==> config.mk <==
export PLATFORM = sky130hd
export DESIGN_NAME = dualmem_port_ctrl
export DESIGN_NICKNAME = d
export VERILOG_FILES = /design/src/rtl/dualmem_pkg.sv /design/src/rtl/dualmem_rsp_fifo.sv /design/src/rtl/dualmem_port_ctrl.sv
export SDC_FILE = /design/constraint.sdc
export NUM_CORES = 1
export LEC_CHECK = 0
export ABC_AREA = 1
export CORE_MARGIN = 3
export CORE_UTILIZATION = 44
export DETAILED_ROUTE_END_ITERATION = 10
export PLACE_DENSITY = 0.86
export SLEW_MARGIN = 40
export SYNTH_ARGS = -nofsm -noshare
export SYNTH_HDL_FRONTEND = slang
export SYNTH_SLANG_ARGS = --single-unit
==> constraint.sdc <==
create_clock -name clk -period 9.8 [get_ports clk]
set_clock_uncertainty 0.15 [all_clocks]
set_input_delay 0.98 -clock clk [delete_from_list [all_inputs] [get_ports clk]]
set_output_delay 0.98 -clock clk [all_outputs]
set_load 0.1 [all_outputs]
==> src/rtl/dualmem_pkg.sv <==
// Shared widths and the response record for the dualmem port front-end.
package dualmem_pkg;

  localparam int DUALMEM_ADDR_W = 11;
  localparam int DUALMEM_DATA_W = 64;
  localparam int DUALMEM_BE_W   = 8;

  typedef struct packed {
    logic                      write;
    logic [DUALMEM_DATA_W-1:0] rdata;
  } dualmem_rsp_t;

endpackage

==> src/rtl/dualmem_rsp_fifo.sv <==
// Synchronous response FIFO with occupancy count; no bypass, head read straight from storage.
module dualmem_rsp_fifo #(
  parameter int WIDTH = 65,
  parameter int DEPTH = 2,
  localparam int CNT_W = $clog2(DEPTH + 1),
  localparam int PTR_W = (DEPTH > 1) ? $clog2(DEPTH) : 1
) (
  input  logic             clk,
  input  logic             rst,
  input  logic             push,
  input  logic             pop,
  input  logic [WIDTH-1:0] din,
  output logic [WIDTH-1:0] dout,
  output logic [CNT_W-1:0] count,
  output logic             empty,
  output logic             full
);

  logic [WIDTH-1:0] storage [DEPTH];
  logic [PTR_W-1:0] wr_ptr, rd_ptr;
  logic             do_push, do_pop;

  assign empty   = (count == '0);
  assign full    = (count == CNT_W'(DEPTH));
  assign do_pop  = pop && !empty;
  assign do_push = push && (!full || do_pop);
  assign dout    = storage[rd_ptr];

  // NOTE: storage has no reset; only pointers and count decide what is valid.
  always_ff @(posedge clk) begin
    if (do_push) storage[wr_ptr] <= din;
  end

  // NOTE: sequential state uses <= so every register samples pre-edge values.
  always_ff @(posedge clk) begin
    if (rst) begin
      wr_ptr <= '0;
      rd_ptr <= '0;
      count  <= '0;
    end else begin
      if (do_push) wr_ptr <= (wr_ptr == PTR_W'(DEPTH - 1)) ? '0 : wr_ptr + 1'b1;
      if (do_pop)  rd_ptr <= (rd_ptr == PTR_W'(DEPTH - 1)) ? '0 : rd_ptr + 1'b1;
      case ({do_push, do_pop})
        2'b10:   count <= count + 1'b1;
        2'b01:   count <= count - 1'b1;
        default: count <= count;
      endcase
    end
  end

endmodule

==> src/rtl/dualmem_port_ctrl.sv <==
// Request/response front-end for one port of the byte-enabled dual-port memory.
module dualmem_port_ctrl
  import dualmem_pkg::*;
#(
  parameter int ADDR_WIDTH = DUALMEM_ADDR_W,
  parameter int DATA_WIDTH = DUALMEM_DATA_W,
  parameter int RSP_DEPTH  = 2
) (
  input  logic                    clk,
  input  logic                    rst,
  input  logic                    req_valid,
  output logic                    req_ready,
  input  logic                    req_we,
  input  logic [ADDR_WIDTH-1:0]   req_addr,
  input  logic [DATA_WIDTH-1:0]   req_wdata,
  input  logic [DATA_WIDTH/8-1:0] req_be,
  output logic                    rsp_valid,
  input  logic                    rsp_ready,
  output logic                    rsp_write,
  output logic [DATA_WIDTH-1:0]   rsp_rdata,
  output logic [ADDR_WIDTH-1:0]   mem_addr,
  output logic [DATA_WIDTH-1:0]   mem_din,
  output logic [DATA_WIDTH/8-1:0] mem_en,
  output logic [DATA_WIDTH/8-1:0] mem_we,
  input  logic [DATA_WIDTH-1:0]   mem_dout
);

  localparam int CNT_W = $clog2(RSP_DEPTH + 1);
  localparam logic [CNT_W-1:0] DEPTH_C = CNT_W'(RSP_DEPTH);

  logic                  fire, rsp_pop;
  logic                  inflight, inflight_write;
  logic [CNT_W-1:0]      count, occupancy;
  logic                  rsp_empty, rsp_full;
  logic [DATA_WIDTH:0]   push_data, head;

  assign fire      = req_valid && req_ready;
  assign rsp_valid = !rsp_empty;
  assign rsp_pop   = rsp_valid && rsp_ready;
  assign occupancy = count + CNT_W'(inflight);

  // A slot freed by this cycle's pop may be reused, hence the rsp_ready -> req_ready path.
  assign req_ready = !rst && ((!rsp_full && occupancy != DEPTH_C) ||
                              (occupancy == DEPTH_C && rsp_pop));

  // NOTE: every output gets a default first so no latch is inferred.
  always_comb begin
    mem_addr = '0;
    mem_din  = '0;
    mem_en   = '0;
    mem_we   = '0;
    if (!rst) begin
      mem_addr = req_addr;
      mem_din  = req_wdata;
    end
    if (fire) begin
      if (req_we) begin
        mem_en = req_be;
        mem_we = req_be;
      end else begin
        mem_en = '1;
      end
    end
  end

  always_ff @(posedge clk) begin
    if (rst) begin
      inflight       <= 1'b0;
      inflight_write <= 1'b0;
    end else begin
      inflight       <= fire;
      inflight_write <= req_we;
    end
  end

  // Memory read data is valid one cycle after enable, so capture it then.
  assign push_data = {inflight_write, inflight_write ? '0 : mem_dout};

  dualmem_rsp_fifo #(
    .WIDTH (DATA_WIDTH + 1),
    .DEPTH (RSP_DEPTH)
  ) u_rsp_fifo (
    .clk   (clk),
    .rst   (rst),
    .push  (inflight),
    .pop   (rsp_pop),
    .din   (push_data),
    .dout  (head),
    .count (count),
    .empty (rsp_empty),
    .full  (rsp_full)
  );

  assign rsp_write = rsp_empty ? 1'b0 : head[DATA_WIDTH];
  assign rsp_rdata = rsp_empty ? '0   : head[DATA_WIDTH-1:0];

endmodule

==> results.yml <==
worst_hold_path:
  hold_start: "u_rsp_fifo.rd_ptr$_SDFFE_PP0P_"
  whs_path_depth: 1
  min_path_type: "flop to flop"
worst_setup_path:
  crit_top_cell: "buf_2"
  path_buf_inv: 3
  cp-start-kind: "input pin"
  worst_ep_required_time_ns: 8.67
  worst-path-stages: 6
  critPathArrivalTime_ns: 2.57
  r2r_end: "u_rsp_fifo.count[1]$_SDFFE_PP0P_"
  worst_path_max_delay_cell: "buf_2"
  cp_max_fo: 79
  reg2reg_depth: 7
  cp_top_family: "buffers and inverters"
  path_class: "input pin to output port"
  worstPathCellList: "buf_2 -> buf_4 -> a21oi_4 -> nand3_4 -> nor2_1 -> buf_2"
  cp-end-kind: "output port"
  r2r-start: "u_rsp_fifo.count[1]$_SDFFE_PP0P_"
  r2r_slack_ns: 7.53
  cpPeakStageDelay_ns: 0.44
synth:
  synth_cells: 724
  netlist.area_leader.share: 0.6024
  synth_nets: 878
  synth_flop_cell: "edfxtp_1"
  syn_avg_cell_area_um2: 8.950
  synthTopCellsByArea: "edfxtp_1 60%, nor2_1 9.4%, inv_1 8.5%"
  synth_area_leader_cell: "edfxtp_1"
  syn-cell-area_mm2: 0.006480
  synth_edf_count: 130
  async_flop_share: 0
  synth_cell_types: 26
  ys_warn_count: 0
  ys_ff_latch: 137
  yosysSeqAreaShare: 0.6241
floorplan:
  core-area_mm2: 0.01415
  die_height_um: 127.4
  dieArea_mm2: 0.01622
  die-width_um: 127.4
  rows: 43
  io_pins: 310
  start_util: 0.4580
route:
  drc_errors: 0
  antenna_left: 0
  wl_per_cell_um: 16.03
  drt-total-wl_mm: 19.42
  drtIter0Drc: 470
  vias_per_cell: 4.705
  first_pass_iters: 5
  via_count: 5703
grt:
  overflow: 0
  antenna_found_initial: 0
  grt_usage: 0.2299
  grt_pass1_wl_mm: 28.71
  grt_max_degree: 80
  grt_pass1_vias: 5483
timing:
  slew_violations: 0
  setup_viol: 0
  rsz0062_at_grt: "no"
  fin_tns_setup_ns: 0
  max_slew.worst_pin.slew_ns: 0.7671
  slew_headroom: 0.4886
  hold_ws_ns: 0.2975
  fmax_ghz: 0.2701
  hold_viol: 0
  period_needed_ns: 3.702
  fin_crit_sh: 0.3778
clock_tree:
  cts_max_path_buffers: 2
  clkTransAtPathRegs_ns: 0.06
  clock_latency_ns: 0.41
  root_buffer: "clkbuf_16"
  hold_buffers: 0
  cts_tree: "built"
  post_cts_resized: 0
  numCtsBuffers: 17
  post-cts-setup-buffers: 0
  clkSinkCount: 137
  ctsHtreeMaxLevel: 4
final_layout:
  final_common_cell: "nor2_1"
  final_area_mm2: 0.009512
  drive_gt1_frac: 0.2141
  finish.net_count: 1173
  fillers: 1168
  areaGrowthSynthToFinish_pct: 46.79
  antenna_cells: 0
  layout_common_cells: "161 x nor2_1, 159 x buf_2, 150 x clkdlybuf4s50_1, 144 x inv_1, 144 x nand2_1"
place:
  place_area_mm2: 0.008886
  port_buffers: 309
  gp_congestion: 0.8982
  dp_hpwl_mm: 13.32
pwr:
  ir_drop_uv: 132.8
  leakage_nw: 4.569
  p_per_area_mw_per_mm2: 286.8
  power_w: 0.002728
run:
  cap_viol_max_count: 0
outcome:
  status: "completed"
[logic make-up after synthesis]
| kind of cell | after synthesis | synth area share |
|---|---|---|
| fa+ha+maj | 2 | 0.003861 |
| flops | 137 | 0.6241 |
| compound gates | 71 | 0.05677 |
| xor+xnor | 1 | 0.001352 |
| buf+inv | 188 | 0.1151 |
| simple gates | 325 | 0.1989 |
[metal layers]
| layer | part of all wire | GRT usage |
|---|---|---|
| met5 | 0 | 0 |
| met4 | 0.019 | 0.07066 |
| met3 | 0.088 | 0.06982 |
| met2 | 0.52 | 0.4045 |
| met1 | 0.37 | 0.2701 |
[stage by stage]
step	setup slack, ns	instances	util
floorplan	5.271	724	-
global placement	5.389	1180	0.6832
detailed placement	6.075	1180	0.6280
CTS	6.070	1212	0.6722
global route	5.968	1212	0.6722
finish	6.098	1212	0.6722
[sequential cells by signal, indices dropped and copies added, names as in the netlist, named ones only]
register	flops
u_rsp_fifo.storage	130
u_rsp_fifo.rd_ptr	1
u_rsp_fifo.wr_ptr	1
u_rsp_fifo.count	2
inflight	1
inflight_write	1
[final cells by class]
class / instances / area (um2) / share of cell area
multi-input combinational: 399 / 1703 / 0.1790
timing repair buffer: 315 / 2350 / 0.2470
inverter: 149 / 561.8 / 0.05906
clock inverter: 15 / 200.2 / 0.02105
sequential: 137 / 4046 / 0.4254
tap: 180 / 225.2 / 0.02368
clock buffer: 17 / 425.4 / 0.04473
[report_power, final]
| group | switching, W | leakage [nW] | internal, W |
|---|---|---|---|
| registers | 0.0000179 | 1.26 | 0.000706 |
| logic | 0.00113 | 3.01 | 0.000205 |
| clock network | 0.000242 | 0.297 | 0.000426 |
| total | 0.00139 | 4.57 | 0.00134 |
[Yosys cell counts (2+ instances only)]
master,n
edfxtp_1,130
dfxtp_1,7
ha_1,2
nor2_2,10
nor2_1,162
buf_2,19
nand2_2,2
a21oi_1,68
buf_1,2
inv_1,146
nand2_1,144
inv_2,2
clkbuf_1,17
[worst max path at each step]
stage | from | end | slack, ns
5_1_grt | rst | mem_we[7] | 5.97
2_1_floorplan | rsp_ready | u_rsp_fifo.storage[0][0]$_DFFE_PP_ | 5.27
3_5_place_dp | rst | mem_we[1] | 6.07
6_report | rst | mem_we[1] | 6.10
3_3_place_gp | rst | mem_we[3] | 5.39
4_1_cts | rst | mem_we[1] | 6.07
[worst register-to-register path, stage by stage (launching register included)]
cell     delay, ns
dfxtp_1       0.38
nor2_4        0.12
buf_4         0.58
nor2_1        0.20
ha_1          0.26
or2_2         0.28
a31oi_1       0.13
nor2_1        0.06
Note: power is estimated with default switching activity, not from simulation.
